File: config.mk
export PLATFORM = sky130hd
export DESIGN_NAME = fetch_unit
export DESIGN_NICKNAME = d
export VERILOG_FILES = /design/src/rtl/riscv_pkg.sv /design/src/rtl/fetch_skid_buf.sv /design/src/rtl/fetch_unit.sv
export SDC_FILE = /design/constraint.sdc
export NUM_CORES = 1
export LEC_CHECK = 0
export ABC_AREA = 1
export BUFFER_PORTS_ARGS = -buffer_cell sky130_fd_sc_hd__buf_2
export CAP_MARGIN = 10
export CELL_PAD_IN_SITES_DETAIL_PLACEMENT = 0
export CELL_PAD_IN_SITES_GLOBAL_PLACEMENT = 2
export CORE_MARGIN = 2
export CORE_UTILIZATION = 34
export CTS_BUF_LIST = sky130_fd_sc_hd__clkbuf_4 sky130_fd_sc_hd__clkbuf_8
export DETAILED_ROUTE_END_ITERATION = 6
export PLACE_DENSITY = 0.82
export SYNTH_ARGS = -nofsm -noshare
export SYNTH_HDL_FRONTEND = slang
export SYNTH_HIERARCHICAL = 1
export SYNTH_SLANG_ARGS = --single-unit
File: constraint.sdc
create_clock -name clock -period 2 [get_ports clock]
set_clock_uncertainty 0.05 [all_clocks]
set_input_delay 0.3 -clock clock [delete_from_list [all_inputs] [get_ports clock]]
set_output_delay 0.3 -clock clock [all_outputs]
set_load 0.01 [all_outputs]
File: src/rtl/riscv_pkg.sv
// Shared definitions for the RISC-V "mini" pipeline front end.
package riscv_pkg;

    localparam int unsigned XLEN             = 32;
    localparam logic [31:0] RESET_PC_DEFAULT = 32'h0000_0000;
    localparam logic [31:0] INSTR_NOP        = 32'h0000_0013;

    // Instruction field positions consumed by the Control decoder
    localparam int unsigned OPCODE_LSB = 0;
    localparam int unsigned OPCODE_MSB = 6;
    localparam int unsigned FUNCT3_LSB = 12;
    localparam int unsigned FUNCT3_MSB = 14;
    localparam int unsigned FUNCT7_LSB = 25;
    localparam int unsigned FUNCT7_MSB = 31;

    // RUN: nothing outstanding, WAIT: response will be kept, KILL: response will be dropped
    typedef enum logic [1:0] {
        ST_RUN  = 2'd0,
        ST_WAIT = 2'd1,
        ST_KILL = 2'd2
    } fetch_state_t;

endpackage

File: src/rtl/fetch_skid_buf.sv
// One-entry instruction/PC holding register behind the IF/ID register.
module fetch_skid_buf
#(
    parameter int unsigned W = 32
)
(
    input  logic         i_clk,
    input  logic         i_rst_n,
    input  logic         i_flush,
    input  logic         i_load,
    input  logic         i_drain,
    input  logic [W-1:0] i_instr,
    input  logic [W-1:0] i_pc,
    output logic         o_valid,
    output logic [W-1:0] o_instr,
    output logic [W-1:0] o_pc
);
    import riscv_pkg::*;

    logic         r_valid;
    logic [W-1:0] r_instr;
    logic [W-1:0] r_pc;

    // Flush beats load; load while draining keeps the entry occupied with the new word
    always_ff @(posedge i_clk or negedge i_rst_n) begin
        if (!i_rst_n) begin
            r_valid <= 1'b0;
            r_instr <= '0;
            r_pc    <= '0;
        end else if (i_flush) begin
            r_valid <= 1'b0;
        end else if (i_load) begin
            r_valid <= 1'b1;
            r_instr <= i_instr;
            r_pc    <= i_pc;
        end else if (i_drain) begin
            r_valid <= 1'b0;
        end
    end

    assign o_valid = r_valid;
    assign o_instr = r_instr;
    assign o_pc    = r_pc;

endmodule

File: src/rtl/fetch_unit.sv
// Instruction fetch stage: PC, single-outstanding imem handshake, IF/ID register.
module fetch_unit
#(
    parameter int unsigned        XLEN     = riscv_pkg::XLEN,
    parameter logic [XLEN-1:0]    RESET_PC = riscv_pkg::RESET_PC_DEFAULT
)
(
    input  logic            clock,
    input  logic            reset,
    output logic            imem_req_valid,
    input  logic            imem_req_ready,
    output logic [XLEN-1:0] imem_req_addr,
    input  logic            imem_resp_valid,
    input  logic [XLEN-1:0] imem_resp_data,
    input  logic            stall,
    input  logic            redirect_valid,
    input  logic [XLEN-1:0] redirect_pc,
    output logic            if_id_valid,
    output logic [XLEN-1:0] if_id_instr,
    output logic [XLEN-1:0] if_id_pc,
    output logic [6:0]      opcode,
    output logic [2:0]      funct3,
    output logic [6:0]      funct7
);
    import riscv_pkg::*;

    fetch_state_t    r_state;
    fetch_state_t    w_state_nxt;
    logic [XLEN-1:0] r_pc;
    logic [XLEN-1:0] r_req_pc;
    logic            r_if_valid;
    logic [XLEN-1:0] r_if_instr;
    logic [XLEN-1:0] r_if_pc;

    logic            w_buf_valid;
    logic [XLEN-1:0] w_buf_instr;
    logic [XLEN-1:0] w_buf_pc;

    logic            w_consume;
    logic            w_resp_keep;
    logic            w_resp_to_buf;
    logic            w_buf_drain;
    logic            w_slot_free;
    logic            w_req_raw;
    logic            w_req_valid;
    logic            w_accept;

    assign w_consume   = r_if_valid & ~stall;
    assign w_resp_keep = (r_state == ST_WAIT) & imem_resp_valid & ~redirect_valid;
    assign w_buf_drain = w_consume & w_buf_valid;
    // A kept response goes to the buffer when IF/ID is held, or when IF/ID is being refilled from the buffer
    assign w_resp_to_buf = w_resp_keep & ((r_if_valid & ~w_consume) | w_buf_drain);
    assign w_slot_free   = ~w_buf_valid & ~w_resp_to_buf;

    // Next-state and request-valid decode
    always_comb begin
        w_state_nxt = r_state;
        w_req_raw   = 1'b0;
        case (r_state)
            ST_RUN:  w_req_raw = ~redirect_valid & w_slot_free;
            ST_WAIT: w_req_raw = ~redirect_valid & imem_resp_valid & w_slot_free;
            default: w_req_raw = 1'b0;
        endcase
        w_req_valid = w_req_raw & reset;
        w_accept    = w_req_valid & imem_req_ready;
        case (r_state)
            ST_RUN: begin
                if (w_accept) w_state_nxt = ST_WAIT;
            end
            ST_WAIT: begin
                if (imem_resp_valid)     w_state_nxt = w_accept ? ST_WAIT : ST_RUN;
                else if (redirect_valid) w_state_nxt = ST_KILL;
            end
            ST_KILL: begin
                if (imem_resp_valid) w_state_nxt = ST_RUN;
            end
            default: w_state_nxt = ST_RUN;
        endcase
    end

    // FSM state register
    always_ff @(posedge clock or negedge reset) begin
        if (!reset) r_state <= ST_RUN;
        else        r_state <= w_state_nxt;
    end

    // PC, outstanding-request address and IF/ID register
    always_ff @(posedge clock or negedge reset) begin
        if (!reset) begin
            r_pc       <= RESET_PC;
            r_req_pc   <= '0;
            r_if_valid <= 1'b0;
            r_if_instr <= '0;
            r_if_pc    <= '0;
        end else begin
            if (redirect_valid) r_pc <= redirect_pc;
            else if (w_accept)  r_pc <= r_pc + XLEN'(4);

            if (w_accept) r_req_pc <= r_pc;

            if (redirect_valid) begin
                r_if_valid <= 1'b0;
            end else if (w_buf_drain) begin
                r_if_valid <= 1'b1;
                r_if_instr <= w_buf_instr;
                r_if_pc    <= w_buf_pc;
            end else if (w_resp_keep & (~r_if_valid | w_consume)) begin
                r_if_valid <= 1'b1;
                r_if_instr <= imem_resp_data;
                r_if_pc    <= r_req_pc;
            end else if (w_consume) begin
                r_if_valid <= 1'b0;
            end
        end
    end

    fetch_skid_buf #(.W(XLEN)) u_skid (
        .i_clk   (clock),
        .i_rst_n (reset),
        .i_flush (redirect_valid),
        .i_load  (w_resp_to_buf),
        .i_drain (w_buf_drain),
        .i_instr (imem_resp_data),
        .i_pc    (r_req_pc),
        .o_valid (w_buf_valid),
        .o_instr (w_buf_instr),
        .o_pc    (w_buf_pc)
    );

    assign imem_req_valid = w_req_valid;
    assign imem_req_addr  = r_pc;
    assign if_id_valid    = r_if_valid;
    assign if_id_instr    = r_if_instr;
    assign if_id_pc       = r_if_pc;
    assign opcode         = r_if_instr[OPCODE_MSB:OPCODE_LSB];
    assign funct3         = r_if_instr[FUNCT3_MSB:FUNCT3_LSB];
    assign funct7         = r_if_instr[FUNCT7_MSB:FUNCT7_LSB];

endmodule
After elaboration in Yosys (flattened, before gate mapping):

Index checks and enable logic that the tools add are counted.

* add/sub/neg operators: 1
* bitwise logic cells: 21
* reduce and logical (&&, ||, !) cells: 8
* muxes and demuxes: 20
* equality and inequality tests: 5

Operator list (count)
* 2-to-1 mux 32 bit: 6
* adder 32 x 3 -> 32 bit, second input constant: 1
* AND 1 bit: 13
* 2-to-1 mux 1 bit: 8
* 2-to-1 mux 2 bit: 4
* NOT 1 bit: 6
* one-hot mux 2 bit (3 select lines): 1
* inequality test 2 bit, second input constant: 2
* AND reduction 2 bit: 2
* nonzero test 2 bit: 2
* nonzero test 4 bit: 1
* inequality test 3 bit, second input constant: 1
* AND reduction 3 bit: 1
* nonzero test 3 bit: 1
* == test 2 x 1 -> 1 bit, second input constant: 1
* == test 2 bit, second input constant: 1
* logical NOT 2 bit: 1
* OR 1 bit: 2
* one-hot mux 1 bit (2 select lines): 1

* register bits: 196
* bits of input ports: 70

Longest topological paths before layout:

* word-level depth: 15
* mapped depth: 10
* gate-level depth less buffers: 10

By module:

Netlist, hierarchy kept.

By module, submodules not included
* fetch_unit: area an instance 6872.8 um^2, sequential area each 3278.1 um^2, cells an instance 846, instances 1
* fetch_skid_buf: area an instance 2587.5 um^2, sequential area each 1626.6 um^2, cells an instance 283, instances 1

Worst setup path after synthesis:

Ideal clock, no wire load.

* path type: register -> register
* start: reg r_pc[3], in the netlist imem_req_addr[3]
* end: reg r_pc[16], in the netlist imem_req_addr[16]
* buffers on the path: 0
* setup time: 0.124 ns
* period minus slack after synthesis: 1.564 ns
* data arrival time: 1.390 ns
* required time: 1.826 ns
* slack: 0.436 ns
* cell stages (with the launch flop): 9
* path through: dfrtp_1 > ha_1 > nand3_1 > nor2_4 > nand2_1 > nor2_1 > nand2_1 > nand3_1 > nand3_1

* word-level cells in the longest chain between the ends: 3

Ends and longest elaborated chain
* from (decl): line fetch_unit.sv:29 `logic [XLEN-1:0] r_pc;`
* from (signal assigned): line fetch_unit.sv:96 `if (redirect_valid) r_pc <= redirect_pc;`
* from (signal assigned): line fetch_unit.sv:97 `else if (w_accept) r_pc <= r_pc + XLEN'(4);`
* adder 32 x 3 -> 32 bit: line fetch_unit.sv:97
* 2-to-1 mux 32 bit: line fetch_unit.sv:97
* 2-to-1 mux 32 bit: line fetch_unit.sv:96

Every way passes these cells. The select of a mux whose other input is x is not followed.
A chain may end at the register's enable or synchronous reset.

Final worst setup path:

* start: reg r_if_valid, in the netlist if_id_valid
* end: out imem_req_valid

* word-level cells in the longest chain between the ends: 10
* elaborated cells on any way between the ends: 12
* classes of those cells: mux: 1; bitwise: 11

Ends and longest elaborated chain
* from (decl): line fetch_unit.sv:31 `logic r_if_valid;`
* from (signal assigned): line fetch_unit.sv:92 `r_if_valid <= 1'b0;`
* from (signal assigned): line fetch_unit.sv:102 `r_if_valid <= 1'b0;`
* from (signal assigned): line fetch_unit.sv:104 `r_if_valid <= 1'b1;`
* AND 1 bit: line fetch_unit.sv:48 `assign w_consume = r_if_valid & ~stall;`
* NOT 1 bit: line fetch_unit.sv:52 `assign w_resp_to_buf = w_resp_keep & ((r_if_valid & ~w_consume) | w_buf_drain);`
* AND 1 bit: line fetch_unit.sv:52
* OR 1 bit (*): line fetch_unit.sv:52
* AND 1 bit (*): line fetch_unit.sv:52
* NOT 1 bit (*): line fetch_unit.sv:53 `assign w_slot_free = ~w_buf_valid & ~w_resp_to_buf;`
* AND 1 bit (*): line fetch_unit.sv:53
* AND 1 bit, on equally long branches: line fetch_unit.sv:61, fetch_unit.sv:60
* one-hot mux 1 bit (2 select lines) (*): line fetch_unit.sv:59 `case (r_state)`
* AND 1 bit (*): line fetch_unit.sv:64 `w_req_valid = w_req_raw & reset;`
* to (decl): line fetch_unit.sv:10 `output logic imem_req_valid,`

Mark *: on every way between the ends. The rest lies on a longest branch, timed or not.

==> results by group <==
Clocking
  • Max Root-Sink Buffers: 2
  • CTS clk-pin slew, worst paths: 110 ps
  • Root buffer cell: clkbuf_8
  • # clock sinks: 196
  • Worst-Skew Late Latency: 450 ps
  • TritonCTS clock tree: done
  • H-tree depth: 4
  • Total CTS buffers: 17

Synthesis
  • Mapped Nets: 1,200
  • Warnings from Yosys: 6
  • Yosys cell types: 27
  • Synth area leader: dfrtp_1
  • Post-Synthesis Cells: 1,129
  • Synthesized flop and latch total: 196
  • Top cells by area, synth: dfrtp_1 (52%), nand2_1 (17%), mux2i_1 (6.8%), nand3_1 (6.5%), o21ai_0 (3.2%)
  • Seq/Total Area, Yosys: 51.8%
  • Netlist Area Pre-Place: 0.00946 mm²
  • Syn_area_per_cell: 8.38 µm²
  • Yosys top cell area share: 51.8%

Final layout
  • Final non-filler cell total: 1,691
  • Most frequent cells in the layout: nand2_1 (421), dfrtp_1 (195), buf_2 (182)
  • Final Core Density: 40.6%
  • Synthesis-to-finish area growth: 18.3%
  • Ant. Diodes: 0
  • Layout Nets: 1,371
  • Share of cells above drive strength 1: 19.9%
  • Most common cell after layout, fill and taps aside: nand2_1

Worst setup path
  • CP startpoint kind: flop
  • Setup crit end kind: output pin
  • Worst path arrival time: 1490 ps
  • Critical Path RT: 1650 ps
  • Crit Path Class: flop to output pin
  • CP Max Fanout: 3

Timing
  • Worst Max-Slew Pin Slew: 925 ps
  • Achievable frequency: 0.544 GHz
  • # setup viols final: 0
  • Post-layout min period: 1840 ps
  • RSZ-0062 raised after global routing: false
  • Final hold violations: 0
  • PnR worst setup slack: 160 ps
  • Setup TNS: 0 ps
  • Max-slew violations: 0
  • Relative slew slack: 38.4%
  • Final worst-path cycle share: 92.0%

Global route
  • Largest net degree at the start of global routing: 165
  • GRT Util Overall: 17.7%
  • Initial antenna violation count: 0
  • Vias in the first global route: 7,327
  • Gr ovfl total: 0
  • First-pass GRT wire length: 40,600 µm

Place
  • Placed wire-length estimate: 17,400 µm
  • Placed insts: 1,645
  • Placer Congestion: 0.846
  • Place WS: 152 ps
  • IO buf count: 184

Die
  • Rows: 61
  • Initial Util: 34.3%
  • Die area: 0.0292 mm²
  • Core ar.: 0.0276 mm²
  • Io pins: 185
  • Die Wd: 171 µm
  • Die height: 171 µm

Power
  • Power per cell area: 879 mW/mm²
  • Pwr Total: 9.84 mW
  • Logic pwr share: 21.0%
  • Reg power frac: 51.3%
  • Clk network pwr share: 27.7%
  • Leakage: 6.28 nW
  • Peak VDD IR: 0.000357 V
  • Sw Share: 32.6%
  • Power Internal: 6.63 mW
  • Sw power: 3.20 mW

Detailed routing
  • Max layer used: met4
  • Met2 WL: 10,900 µm
  • Antenna Nets Post-Route: 0
  • DR WL/cell: 14.9 µm
  • Detailed route wirelength on metal3: 1150 µm
  • Via count: 7,773
  • DRT Wirelength: 25,200 µm
  • Remaining DRCs: 0
  • Wl on met1: 13,000 µm
  • Initial drt markers: 580
  • DRT Pass-1 Iters: 5
  • DR vias/cell: 4.60

Hold path
  • HP Class: input port to flop

Run
  • Max Cap Viol: 0

Status
  • Status: finished clean
[registers in the layout, indices dropped and copies added (netlist names)]
signal / cells
u_skid/o_pc: 32
if_id_instr: 32
r_req_pc: 32
imem_req_addr: 32
if_id_valid: 1
u_skid/o_instr: 32
u_skid/o_valid: 1
r_state: 2
if_id_pc: 32
[what timing repair did]
action | in CTS | in global routing
setup buffers | 1 | 0
resized for setup | 0 | 4
hold buffers | 14 | 0
setup endpoints to repair | 1 | 33
pin swaps | 0 | 1
hold endpoints to repair | 45 | 0
cloned | 0 | 0
[power by group through the flow]
stage          sequential, mW  combinational [mW]  clock, mW
4_1_cts                  5.06                2.11       2.84
3_5_place_dp             5.14                2.08          0
2_1_floorplan            5.25                1.01          0
5_1_grt                  5.15                2.36       2.98
6_report                 5.05                2.07       2.72
3_3_place_gp             5.12                2.06          0
[worst max-delay path, cell delays in order (launching register included)]
cell and delay, ps:
dfrtp_1 410, nand2_1 150, nand2_1 90, nand3_2 110, nand2_1 80, inv_1 60
buf_2 130
[per-stage QoR]
stage	hold slack [ps]	area, µm²
2_1_floorplan	-45.6	9460
3_5_place_dp	357	10600
3_3_place_gp	354	10600
5_1_grt	12.5	11200
6_report	37.3	11200
4_1_cts	3.81	11200
[synth_stat cells]
library cell	number
inv_2	1
nand2_1	421
clkinv_2	1
o21ai_1	50
buf_4	32
nor2_4	1
dfrtp_1	196
o31ai_1	2
a31oi_1	1
clkbuf_2	4
buf_6	13
nand4_1	3
buf_2	22
clkbuf_8	2
nor3_2	1
xor2_1	5
nand3_2	2
nand2_2	1
mux2i_1	64
nor2_1	57
o21ai_0	60
clkbuf_1	5
ha_1	1
nand3_1	123
nor2_2	2
inv_1	58
xnor2_1	1
[layout make-up]
| cell class | count | area [µm²] |
|---|---|---|
| clock buffer | 19 | 255 |
| inverter | 60 | 226 |
| clock inverter | 13 | 165 |
| tap | 378 | 473 |
| fill | 2833 | 16400 |
| sequential | 196 | 4910 |
| timing repair buffer | 230 | 1370 |
| multi-input combinational | 795 | 3800 |
[layer usage]
metal | up-vias | GRT usage [%]
li1 | 3956 | -
met1 | 3601 | 27.4
met2 | 206 | 26.1
met3 | 10 | 2.78
met4 | 0 | 3.20
met5 | - | 0
[kinds of logic (layout without fill, tap and decap cells)]
group / count (synthesis) / in the layout / synth area share (%)
adders and majority gates: 1 / 1 / 0.132
muxes: 64 / 64 / 6.77
xor gates and xnor gates: 6 / 6 / 0.555
buffers and inverters: 138 / 322 / 8.35
AOI/OAI and AO/OA: 113 / 113 / 6.04
and+or+nand+nor: 611 / 611 / 26.3
DFF: 196 / 196 / 51.8
[worst paths after layout]
kind | start | endpoint | slack [ps] | cells after the start
hold / removal | imem_resp_data[25] | u_skid/o_instr[25] | 40 | 3
setup reg to reg | if_id_valid | imem_req_addr[9] | 260 | 8
hold reg to reg | u_skid/o_instr[12] | u_skid/o_instr[12] | 430 | 2
max in group asynchronous | reset | imem_req_addr[18] | 650 | 3
setup / recovery | if_id_valid | imem_req_valid | 160 | 6
min in group asynchronous | reset | u_skid/o_instr[22] | 450 | 3
Power figures use the tool's default switching activity.
